[src/rtl/down_counter_timer_if.sv]
// Control/status bundle between a controller (master) and down_counter_timer (slave).
interface down_counter_timer_if #(
  parameter int WIDTH = 4
);
  logic             load;
  logic [WIDTH-1:0] load_val;
  logic             start;
  logic             pause;
  logic             stop;
  logic [WIDTH-1:0] count;
  logic             busy;
  logic             done;
  logic             zero;

  modport master (
    output load, load_val, start, pause, stop,
    input  count, busy, done, zero
  );

  modport slave (
    input  load, load_val, start, pause, stop,
    output count, busy, done, zero
  );
endinterface

[src/rtl/down_counter_timer.sv]
// Loadable prescaled down counter with start/done handshake.
// Define DOWN_COUNTER_AUTORELOAD_EN for periodic reload-on-expiry instead of one-shot.
module down_counter_timer #(
  parameter int WIDTH    = 4,
  parameter int PRESCALE = 1
) (
  input logic                clk,
  input logic                rst,
  down_counter_timer_if.slave bus
);

  localparam int              PS_W    = (PRESCALE > 1) ? $clog2(PRESCALE) : 1;
  localparam logic [PS_W-1:0] PS_LAST = PS_W'(PRESCALE - 1);

  localparam logic [0:0] ST_IDLE = 1'b0;
  localparam logic [0:0] ST_RUN  = 1'b1;

  logic [0:0]       state;
  logic [WIDTH-1:0] count;
  logic [WIDTH-1:0] reload;
  logic [PS_W-1:0]  presc;
  logic             done;
  logic [WIDTH-1:0] eff_count;
  logic             tick;
  logic             last_step;

  function automatic logic [WIDTH-1:0] dec_sat(input logic [WIDTH-1:0] v);
    return (v == '0) ? '0 : v - WIDTH'(1);
  endfunction

  // A same-cycle load decides whether start has anything to count.
  always_comb begin
    eff_count = bus.load ? bus.load_val : count;
    tick      = (presc == PS_LAST);
    last_step = (count <= WIDTH'(1));
  end

  always_ff @(posedge clk) begin
    if (rst) begin
      state  <= ST_IDLE;
      count  <= '0;
      reload <= '0;
      presc  <= '0;
      done   <= 1'b0;
    end else begin
      done <= 1'b0;
      case (state)
        ST_IDLE: begin
          if (bus.load) begin
            count  <= bus.load_val;
            reload <= bus.load_val;
          end
          if (bus.start) begin
            if (eff_count != '0) begin
              state <= ST_RUN;
              presc <= '0;
            end else begin
              done <= 1'b1;
            end
          end
        end
        ST_RUN: begin
          if (bus.stop) begin
            state <= ST_IDLE;
          end else if (!bus.pause) begin
            if (tick) begin
              presc <= '0;
              if (last_step) begin
                done <= 1'b1;
`ifdef DOWN_COUNTER_AUTORELOAD_EN
                // An empty reload register would spin at zero, so fall back to IDLE.
                count <= reload;
                if (reload == '0) state <= ST_IDLE;
`else
                count <= '0;
                state <= ST_IDLE;
`endif
              end else begin
                count <= dec_sat(count);
              end
            end else begin
              presc <= presc + PS_W'(1);
            end
          end
        end
        default: state <= ST_IDLE;
      endcase
    end
  end

  assign bus.count = count;
  assign bus.busy  = (state == ST_RUN);
  assign bus.done  = done;
  assign bus.zero  = (count == '0);

endmodule

[src/flat_wrapper.sv]
// flat-port wrapper written by rule: the top's interface ports become plain ports
module down_counter_timer_flat 
#(
  parameter int WIDTH    = 4,
  parameter int PRESCALE = 1
)
  (clk, rst, bus_load, bus_load_val, bus_start, bus_pause, bus_stop, bus_count, bus_busy, bus_done, bus_zero);
  down_counter_timer_if #(.WIDTH(WIDTH)) bus_i ();
  input logic clk;
  input logic rst;
  input wire logic [$bits(bus_i.load)-1:0] bus_load;
  input wire logic [$bits(bus_i.load_val)-1:0] bus_load_val;
  input wire logic [$bits(bus_i.start)-1:0] bus_start;
  input wire logic [$bits(bus_i.pause)-1:0] bus_pause;
  input wire logic [$bits(bus_i.stop)-1:0] bus_stop;
  output wire logic [$bits(bus_i.count)-1:0] bus_count;
  output wire logic [$bits(bus_i.busy)-1:0] bus_busy;
  output wire logic [$bits(bus_i.done)-1:0] bus_done;
  output wire logic [$bits(bus_i.zero)-1:0] bus_zero;
  assign bus_i.load = bus_load;
  assign bus_i.load_val = bus_load_val;
  assign bus_i.start = bus_start;
  assign bus_i.pause = bus_pause;
  assign bus_i.stop = bus_stop;
  assign bus_count = bus_i.count;
  assign bus_busy = bus_i.busy;
  assign bus_done = bus_i.done;
  assign bus_zero = bus_i.zero;
  down_counter_timer #(.WIDTH(WIDTH), .PRESCALE(PRESCALE)) u_core (.clk(clk), .rst(rst), .bus(bus_i));
endmodule
[config.mk]
export PLATFORM = sky130hd
export DESIGN_NAME = down_counter_timer_flat
export DESIGN_NICKNAME = d
export VERILOG_FILES = /design/src/rtl/down_counter_timer_if.sv /design/src/rtl/down_counter_timer.sv /design/src/flat_wrapper.sv
export SDC_FILE = /design/constraint.sdc
export NUM_CORES = 1
export LEC_CHECK = 0
export CORE_AREA = 2 2 39 41
export DETAILED_ROUTE_END_ITERATION = 7
export DIE_AREA = 0 0 41 43
export GPL_TIMING_DRIVEN = 0
export PLACE_DENSITY = 0.7
export SLEW_MARGIN = 15
export SYNTH_ARGS = -nofsm -noshare
export SYNTH_HDL_FRONTEND = slang
export SYNTH_SLANG_ARGS = --single-unit
[constraint.sdc]
create_clock -name clk -period 1.3 [get_ports clk]
set_clock_uncertainty 0.05 [all_clocks]
set_input_delay 0.26 -clock clk [delete_from_list [all_inputs] [get_ports clk]]
set_output_delay 0.26 -clock clk [all_outputs]
set_load 0.03 [all_outputs]
Yosys cells after proc, flatten, opt, wreduce, memory -nomap -nowiden
Cells that the tools add are included.

Memories: 0. Memory bits (writable): 0. Logic and storage cells: 44. ROM bits: 0. Output and inout bits: 7. Bits of input ports: 10. Latch bits: 0. Register bits after elaboration: 7.

Order comparisons: 1. Add/subtract/negate cells: 2. Multiplexer cells: 27. Multipliers: 0. Div/mod/pow operators: 0. Equal/unequal tests: 5. Shift-type cells: 0. Bitwise gates (word level): 1. Reduce and logical (&&, ||, !) cells: 4.

Operators with widths (number): $mux 4 (6); $mux 1 (17); $ne 2x2->1 const B (4); $pmux 4 s2 (1); $pmux 1 s2 (3); $le 4x1->1 const B (1); $logic_not 4->1 (1); $reduce_and 4->1 (1); $reduce_bool 4->1 (1); $sub 4x1->4 const B (1); $reduce_and 3->1 (1); $ne 2x1->1 const B (1); $add 1x1->1 const B (1); $not 1->1 (1).

Longest topological paths before layout
Gate-level depths: netlist of run 1.

Depth after elaboration: 7. Depth in mapped cells: 4. Mapped depth without buffers: 3.

Least setup slack after synthesis of run 1
No wires, ideal clock.

Path kind: flip-flop to output port. Start point: reg u_core.count[2], in the netlist u_core.bus.count[2]. End point: out bus_zero. Buffers on the path: 1. Arrival: 1350 ps. Stages on the path, launching flop included: 4. Data required time: 990 ps. Setup slack: -360 ps. Cell sequence: dfxtp_1 -> or3_1 -> buf_2 -> nor2_1.

Word-level cells in the longest chain between the ends: 1.

RTL lines: from (decl) (line down_counter_timer.sv:19) `logic [WIDTH-1:0] count;`; from (signal assigned) (line down_counter_timer.sv:50) `count <= bus.load_val;`; from (signal assigned) (line down_counter_timer.sv:79) `count <= dec_sat(count);`; $logic_not 4->1 (line down_counter_timer.sv:94) `assign bus.zero = (count == '0);`; to (decl) (line flat_wrapper.sv:19) `output wire logic [$bits(bus_i.zero)-1:0] bus_zero;`.

Every way passes these cells.

Final worst setup path of run 1
Start point: reg u_core.count[3], in the netlist u_core.bus.count[3]. End point: out bus_zero.

The elaborated chain is that of the path after synthesis.

==> metrics.sh, run 1 <==
RUN_STATUS='finished with violations'
FAILING_CHECKS='setup timing'
FINAL.SETUP.WORST_SLACK_NS=-0.2419
STATIC_LEAK_nW=0.2597
CTS_INSERTED_BUFFERS=3
COUNT_OF_PINS_ON_THE_BLOCK_BOUNDARY=17
DRC_VIOLATION_COUNT_AFTER_ROUTING=0
WL_PER_CELL_UM=12.34
INITIAL_UTILIZATION_PCT=26.13
STDCELL_AREA_UM2=641.9
SYNTH_AREA_LEADERS='sky130_fd_sc_hd__dfxtp_1, sky130_fd_sc_hd__nor3b_1, sky130_fd_sc_hd__nor2_1'
CRIT_ARRIVAL_NS=1.23
HPWL_UM=726.5
ROOT_BUFFER='sky130_fd_sc_hd__clkbuf_4'
SYNTH-SEQ-CELLS=6
GR-USAGE-ALL-LAYERS_PCT=13.78
HOLD_VIOLATIONS=0
LAYOUT_CELLS_SIZED_ABOVE_1_PCT=40.30
SWITCHINGPOWER_W=0.0002483
ANTENNA_FOUND_INITIAL=0
POST-LAYOUT-TOTAL-POWER_W=0.0007018
DIODES=0
FF2FF_PATH_DEPTH=5
HOLD_PATH_CLASS='in2reg'
WL_UM=1024
REGISTER_TO_REGISTER_PATH_SETUP_SLACK_NS=-0.19
VDD_IR_DROP_MAX_uV=355.9
CORE_MM2=0.001384
GRT_MAX_DEGREE=9
SYNTH_CELL_TYPE_COUNT=26
POST_SYNTH_INSTANCE_AREA_UM2=361.6
PLACE_WS_NS=-0.6104
FINAL_MAX_SLEW_VIOL_COUNT=0
PWR-SHARE-COMB_PCT=38.7
SETUP.WORST_PATH.END='bus_zero'
ROUTE.DETAILED.VIAS_PER_INST=5.108
TRITONCTS='built'
CAP_VIOL_MAX_COUNT=0
DETAIL_ROUTE.ITER0.VIOLATIONS=9
FINAL.MIN_CLOCK_PERIOD_NS=1.542
DRT_ANTENNA_NET_COUNT=0
REGISTER_AREA_SHARE_AFTER_SYNTHESIS_PCT=33.22
SETUP.WORST_PATH.END_CLASS='output port'
SYN-MEAN-INSTANCE-AREA_UM2=8.409
GRT_SETUP_UNREPAIRED='yes'
POWER.SHARE.SWITCHING_PCT=35.38
CTS_HOLD_BUF=0
CTSLONGESTPATHBUFFERS=2
CTS-HTREE-LEVELS=1
MAX_SLEW_MARGIN_PCT=77.74
OVERALL_DIE_AREA_MM2=0.001763
TIMING.CRITICAL_PATH.FROM_TYPE='register'
POWER_PER_CELL_AREA_mW_PER_MM2=1093
TIMING.FMAX_GHz=0.6485
SYNTHDOMINANTAREACELLTYPE='sky130_fd_sc_hd__dfxtp_1'
CLOCK_LATENCY_NS=0.26
VIA_COUNT=424
SYNTHESIS.YOSYS.WARNINGS=0
DR.PASS1.ITERS=4
BUFFER_PORTS.INSERTED=16
AREAGROWTHSYNTHTOFINISH_PCT=77.51
CLK_PIN_SLEW_WORST_PATHS_NS=0.06
WORSTREG2REGEND='u_core.bus.count[1]'
GPL.FINAL_WEIGHTED_CONGESTION=0.7511
CRITICAL_PATH_CLASS='reg2out'
GLOBALROUTEOVERFLOWTOTAL=0
GRT_PASS1_VIAS=395
SYN-NUM-NETS=53
POST_DP_CELL_AREA_UM2=564.3
POST-SYNTH-TOP-AREA-FRACTION_PCT=33.22
POWER_SHARE_OF_THE_SEQUENTIAL_GROUP_PCT=32.1
CTS_NUM_SINKS=6
TNS_NS=-0.5873
WORSTPATHMAXFANOUT=4
DIEHEIGHT_UM=43
TIGHTEST_SLEW_NS=0.3334
FILL_CELLS=143
FP.DIEW_UM=41
MIN_PERIOD_OVER_PERIOD_PCT=118.6
WORST_R2R_STARTPOINT='u_core.bus.count[3]'
FINAL.HOLD.WORST_SLACK_NS=0.3412
ROW_COUNT=14
ENDPOINTS_FAILING_SETUP=4
P_INT_W=0.0004535
POWER_FRAC_CLOCK_PCT=29.1
SYNTHESIS.INSTANCES=43
CP_DATA_REQUIRED_TIME_NS=0.99
GRT_PASS1_WL_UM=1600
CRITPATHLAUNCH='u_core.bus.count[3]'
FINAL_NETS=78
==> worst min path at each step <==
stage / start / to / slack [ns] / cells after the start
3_3_place_gp: u_core.bus.count[1] / u_core.bus.count[1] / 0.47 / 2
2_1_floorplan: rst / u_core.bus.count[1] / 0.27 / 1
5_1_grt: rst / u_core.bus.count[0] / 0.36 / 2
4_1_cts: bus_load_val[2] / u_core.bus.count[2] / 0.36 / 3
6_report: rst / u_core.bus.count[0] / 0.34 / 2
3_5_place_dp: u_core.bus.count[1] / u_core.bus.count[1] / 0.47 / 2
==> stage by stage <==
step | cells | utilization [%]
6_report | 83 | 46.38
5_1_grt | 83 | 46.38
4_1_cts | 84 | 47.38
3_5_place_dp | 75 | 40.78
3_3_place_gp | 75 | 40.78
2_1_floorplan | 43 | -
==> final cells by class <==
class / count / area, um2 / area share (%)
Clock buffer: 4 / 26.28 / 4.094
Multi-Input combinational cell: 35 / 271.5 / 42.30
Tap cell: 16 / 20.02 / 3.119
Sequential cell: 6 / 130.1 / 20.27
Timing Repair Buffer: 21 / 188.9 / 29.43
Buffer: 1 / 5.005 / 0.7797
==> kinds of logic after synthesis <==
family | Yosys count | synth area share [%]
compound gates | 12 | 23.87
flops | 6 | 33.22
buf+inv | 2 | 2.420
simple gates | 22 | 38.06
xor+xnor | 1 | 2.423
==> Yosys cell counts, drive strengths merged <==
library cell and count:
a2bb2oi 1, dfxtp 6, o21ai 3, o211ai 2, o21a 1, nand2 2, nor2 5, or3b 1
buf 1, or4b 1, a31oi 2, nand3b 1, nand3 3, a32oi 1, a21oi 1, nor4b 1
xnor2 1, nor3b 3, clkbuf 1, o2bb2ai 1, and2b 1, nor4 2, or3 1, nand2b 1
==> routing by layer <==
| metal | share of wire (%) | routed length (um) | global-route usage [%] |
|---|---|---|---|
| met1 | 43 | 442 | 16.18 |
| met3 | 1.9 | 19 | 0 |
| met2 | 51 | 522 | 21.56 |
| met4 | 3.7 | 38 | 12.00 |
| met5 | 0 | 0 | 0 |
==> cell usage in the layout (no fill, tap or decap), types with 2 or more instances in the layout <==
master / instances
sky130_fd_sc_hd__clkdlybuf4s15_2: 2
sky130_fd_sc_hd__nor2_1: 4
sky130_fd_sc_hd__nand3_1: 3
sky130_fd_sc_hd__buf_6: 2
sky130_fd_sc_hd__dlygate4sd2_1: 7
sky130_fd_sc_hd__clkbuf_2: 2
sky130_fd_sc_hd__clkdlybuf4s50_1: 2
sky130_fd_sc_hd__buf_4: 4
sky130_fd_sc_hd__dfxtp_4: 2
sky130_fd_sc_hd__nand2_1: 2
sky130_fd_sc_hd__dfxtp_2: 2
sky130_fd_sc_hd__nor4_1: 2
sky130_fd_sc_hd__o21ai_1: 2
sky130_fd_sc_hd__clkbuf_4: 3
sky130_fd_sc_hd__a31oi_1: 2
sky130_fd_sc_hd__dfxtp_1: 2
==> worst max-delay path: stages (launching register included) <==
cell and delay [ns]:
sky130_fd_sc_hd__dfxtp_4 0.35, sky130_fd_sc_hd__or3_4 0.40, sky130_fd_sc_hd__nor2_4 0.09, sky130_fd_sc_hd__buf_6 0.13
==> registers in the layout (all words and copies together) (netlist names) <==
signal,count
u_core.bus.count,4
u_core.bus.busy,1
u_core.bus.done,1
==> power by group through the flow <==
stage               clock [W]  combinational [W]  sequential (W)
global route         0.000212           0.000289        0.000229
CTS                  0.000201           0.000282        0.000225
global placement            0           0.000248        0.000229
finish               0.000204           0.000272        0.000225
detailed placement          0           0.000246        0.000230
floorplan                   0           0.000116        0.000262
==> what timing repair did <==
action                                  4_1_cts  5_1_grt
setup buffers                                 5        1
gates resized for setup                      35        7
endpoints found under the setup margin       12       10
pin swaps                                     8        4
hold endpoints to repair                      0        0
gates cloned                                  0        0
No activity file was read; power rests on OpenSTA's default activity.
==> inputs of run 2 (changes only) <==
- ABC_AREA: unset -> 1
- PLACE_DENSITY: 0.7 -> 0.72
==> metrics.sh, run 2 <==
SYNTHESIS.YOSYS.WARNINGS=0  # unchanged
TIMING.FMAX_GHz=0.7584  # +17%
DETAIL_ROUTE.ITER0.VIOLATIONS=11  # +2
SYNTHESIS.INSTANCES=67  # +56%
OVERALL_DIE_AREA_MM2=0.001763  # unchanged
ROW_COUNT=14  # unchanged
POWER_FRAC_CLOCK_PCT=28.3  # -0.8 points
FINAL.SETUP.WORST_SLACK_NS=-0.01865  # +0.2233 ns
MAX_REG_FLOPS=4  # unchanged
FAILING_CHECKS='setup timing'
SYNTH_AREA_LEADERS='sky130_fd_sc_hd__dfxtp_1, sky130_fd_sc_hd__nand2_1, sky130_fd_sc_hd__nor2_1'
POST_SYNTH_INSTANCE_AREA_UM2=390.4  # +8.0%
MIN_PERIOD_OVER_PERIOD_PCT=101.4  # -17 points
FINAL.MIN_CLOCK_PERIOD_NS=1.319  # -0.2233 ns
GPL.FINAL_WEIGHTED_CONGESTION=0.8424  # +12%
CP_DATA_REQUIRED_TIME_NS=0.99  # about the same
GRT_PASS1_VIAS=379  # -4.1%
FINAL_MAX_SLEW_VIOL_COUNT=0  # unchanged
CLOCK_LATENCY_NS=0.25  # about the same
CTS_HOLD_BUF=0  # unchanged
WORST_R2R_STARTPOINT='u_core.bus.count[1]'
DIEHEIGHT_UM=43  # unchanged
P_INT_W=0.0004009  # -12%
FF2FF_PATH_DEPTH=5  # unchanged
DRC_VIOLATION_COUNT_AFTER_ROUTING=0  # unchanged
GLOBALROUTEOVERFLOWTOTAL=0  # unchanged
CTS-HTREE-LEVELS=1  # unchanged
FP.DIEW_UM=41  # unchanged
ROOT_BUFFER='sky130_fd_sc_hd__clkbuf_4'
CRITICAL_PATH.CELL_CHAIN='nor2_4, inv_2, nor2_2, buf_6'
SYNTHDOMINANTAREACELLTYPE='sky130_fd_sc_hd__dfxtp_1'
HPWL_UM=742.1  # +2.1%
CAP_VIOL_MAX_COUNT=0  # unchanged
PWR-SHARE-COMB_PCT=36.4  # -2.3 points
RUN_STATUS='finished with violations'
YS_TOP_CELLS_BY_COUNT='sky130_fd_sc_hd__nand2_1, sky130_fd_sc_hd__nor2_1, sky130_fd_sc_hd__inv_1, sky130_fd_sc_hd__o21ai_0, sky130_fd_sc_hd__dfxtp_1'
SYNTH_MOST_COMMON_CELL='sky130_fd_sc_hd__nand2_1'
CTS_INSERTED_BUFFERS=3  # unchanged
AREAGROWTHSYNTHTOFINISH_PCT=61.54
SYNTH-SEQ-CELLS=6  # unchanged
STATIC_LEAK_nW=0.2979  # +15%
BUFFER_PORTS.INSERTED=16  # unchanged
CRIT_ARRIVAL_NS=1.01  # -0.22 ns
ENDPOINTS_FAILING_SETUP=1  # -3
MIN_FROM='bus_load'
HOLDPATHEND='u_core.bus.done'
SYNTH_ENABLE_FLOP_CELLS=0  # unchanged
TNS_NS=-0.01865  # +0.5687 ns
POST-SYNTH-TOP-AREA-FRACTION_PCT=30.77  # -2.4 points
CRITICAL-PATH-SLOWEST-CELL='sky130_fd_sc_hd__dfxtp_4'
POWER_SHARE_OF_THE_SEQUENTIAL_GROUP_PCT=35.3  # +3.2 points
FINAL_NETS=101  # +29%
ANTENNA_FOUND_INITIAL=0  # unchanged
SYN-MEAN-INSTANCE-AREA_UM2=5.826  # -31%
CRITICAL_PATH_CLASS='reg2out'
LAYOUT.CORE_UTILIZATION_PCT=45.57  # -0.81 points
INITIAL_UTILIZATION_PCT=28.21  # +2.1 points
CTSLONGESTPATHBUFFERS=2  # unchanged
HOLD_PATH_CLASS='in2reg'
CP.BUFFERS_INVERTERS=2  # +1
WORSTPATHMAXFANOUT=5  # +1
VIA_COUNT=480  # +13%
ROUTE.DETAILED.VIAS_PER_INST=4.571  # -11%
REGISTER_AREA_SHARE_AFTER_SYNTHESIS_PCT=30.77  # -2.4 points
TIMING.CRITICAL_PATH.MAX_DELAY_FAMILY='flip-flops'
CTS_NUM_SINKS=6  # unchanged
LARGEST_REGISTER='u_core.bus.count'
TIMING.CRITICAL_PATH.FROM_TYPE='register'
ASYNC_FLOP_SHARE_PCT=0  # unchanged
GRT_PASS1_WL_UM=1331  # -17%
DRT_ANTENNA_NET_COUNT=0  # unchanged
SETUP.WORST_PATH.END_CLASS='output port'
GRT_SETUP_UNREPAIRED='yes'
LAYOUT_COMMONEST_CELL='sky130_fd_sc_hd__nand2_1'
LAYOUT.CELLS.MOST_COMMON_LIST='sky130_fd_sc_hd__nand2_1, sky130_fd_sc_hd__nor2_1, sky130_fd_sc_hd__clkdlybuf4s50_1, sky130_fd_sc_hd__o21ai_0, sky130_fd_sc_hd__a21oi_1'
WL_UM=965  # -5.8%
CORE_MM2=0.001384  # unchanged
SYNTH_CELL_TYPE_COUNT=12  # -54%
SWITCHINGPOWER_W=0.0002140  # -14%
DIODES=0  # unchanged
REGISTER_TO_REGISTER_PATH_SETUP_SLACK_NS=0.21  # +0.40 ns
WL_PER_CELL_UM=9.190  # -26%
MAX_SLEW_MARGIN_PCT=80.13  # +2.4 points
TIGHTEST_SLEW_NS=0.2993  # -0.03412 ns
FINAL.HOLD.WORST_SLACK_NS=0.4908  # +0.1496 ns
CLK_PIN_SLEW_WORST_PATHS_NS=0.04  # -0.02 ns
GR-USAGE-ALL-LAYERS_PCT=11.94  # -1.8 points
SYN-NUM-NETS=77  # +45%
WORST_PATH_LARGEST_CELL_DELAY_NS=0.35  # -0.05 ns
COUNT_OF_PINS_ON_THE_BLOCK_BOUNDARY=17  # unchanged
POWER.SHARE.SWITCHING_PCT=34.81  # -0.57 points
NON_FILLER_INSTANCES=105  # +27%
SYNTHFLOPTYPE='sky130_fd_sc_hd__dfxtp_1'
HOLD_VIOLATIONS=0  # unchanged
FILL_CELLS=145  # +1.4%
DR.PASS1.ITERS=4  # unchanged
TRITONCTS='built'
VDD_IR_DROP_MAX_uV=365.1  # +2.6%
LAYOUT_CELLS_SIZED_ABOVE_1_PCT=31.46  # -8.8 points
HOLD_DEPTH=6  # +4
POWER_PER_CELL_AREA_mW_PER_MM2=975.1  # -11%
GRT_MAX_DEGREE=9  # unchanged
POST-PLACE-CELLS=99  # +32%
WORSTREG2REGEND='u_core.bus.count[1]'
==> run 2: cell types whose count changed in the layout (fill, tap and decap cells not counted), moves of 6 or more <==
cell | before | now
sky130_fd_sc_hd__o21ai_0 | 0 | 6
sky130_fd_sc_hd__nand2_1 | 2 | 20
sky130_fd_sc_hd__clkdlybuf4s50_1 | 2 | 8
sky130_fd_sc_hd__nor2_1 | 4 | 10
sky130_fd_sc_hd__dlygate4sd2_1 | 7 | 1
==> run 2: worst max path at each step <==
stage	start	to	slack, ns	cells past startpoint
global route	u_core.bus.count[1]	bus_zero	-0.06	4
CTS	u_core.bus.count[1]	bus_zero	-0.09	4
finish	u_core.bus.count[1]	bus_zero	-0.02	4
global placement	u_core.bus.count[1]	bus_zero	-0.31	4
detailed placement	u_core.bus.count[1]	bus_zero	-0.33	4
floorplan	u_core.bus.count[1]	bus_zero	0.05	3
==> run 2: area by class of cell <==
| type | count | area (um2) | area share (%) |
|---|---|---|---|
| Timing Repair Buffer | 19 | 178.9 | 28.37 |
| Sequential cell | 6 | 128.9 | 20.44 |
| Multi-Input combinational cell | 53 | 250.2 | 39.68 |
| Inverter | 8 | 30.03 | 4.762 |
| Tap cell | 16 | 20.02 | 3.175 |
| Clock buffer | 3 | 22.52 | 3.571 |
==> run 2: cells by family after synthesis <==
| family | Yosys count | synth area share (%) |
|---|---|---|
| compound gates | 13 | 17.63 |
| flops | 6 | 30.77 |
| buf+inv | 8 | 7.693 |
| simple gates | 40 | 43.91 |
==> run 2: worst reg2reg max path: stages (launching register included) <==
cell	delay, ns
sky130_fd_sc_hd__dfxtp_4	0.35
sky130_fd_sc_hd__buf_4	0.14
sky130_fd_sc_hd__nor2_1	0.14
sky130_fd_sc_hd__nor2_1	0.09
sky130_fd_sc_hd__a21oi_1	0.16
sky130_fd_sc_hd__nor2_1	0.05
==> run 2: per-layer routing <==
layer  routed length (um)  vias to the layer above  GRT usage (%)  part of all wire, %
met2                  406                       19          16.88                   42
met1                  436                      201          12.18                   45
met5                    0                        -              0                    0
li1                     -                      255              -                    -
met3                   68                        5          1.571                  7.0
met4                   54                        0          16.00                  5.6
==> run 2: power groups by stage <==
stage	clock [W]	combinational [W]	sequential, W
floorplan	0	0.0000994	0.000244
global placement	0	0.000211	0.000218
detailed placement	0	0.000212	0.000219
CTS	0.000182	0.000204	0.000215
global route	0.000185	0.000244	0.000220
finish	0.000174	0.000224	0.000217
==> run 2: metrics by stage <==
stage | power, W | instance area [um2] | worst slack (ns)
2_1_floorplan | 0.0003435 | 392.9 | 0.04635
3_3_place_gp | 0.0004297 | 573.1 | -0.3149
3_5_place_dp | 0.0004314 | 573.1 | -0.3265
4_1_cts | 0.0006016 | 590.6 | -0.08739
5_1_grt | 0.0006483 | 630.6 | -0.05732
6_report | 0.0006149 | 630.6 | -0.01865
==> run 2: what timing repair did <==
action | CTS | global route
pin swaps | 0 | 2
buffers inserted | 0 | 3
setup endpoints to repair | 7 | 8
gates resized for setup | 23 | 14
endpoints found under the hold margin | 0 | 0
==> inputs of run 3 (changes only) <==
- ABC_AREA: 1 -> unset
- PLACE_DENSITY: 0.72 -> 0.7
==> results of run 3 <==
Final layout, timing and power as in run 1 (identical DEF).
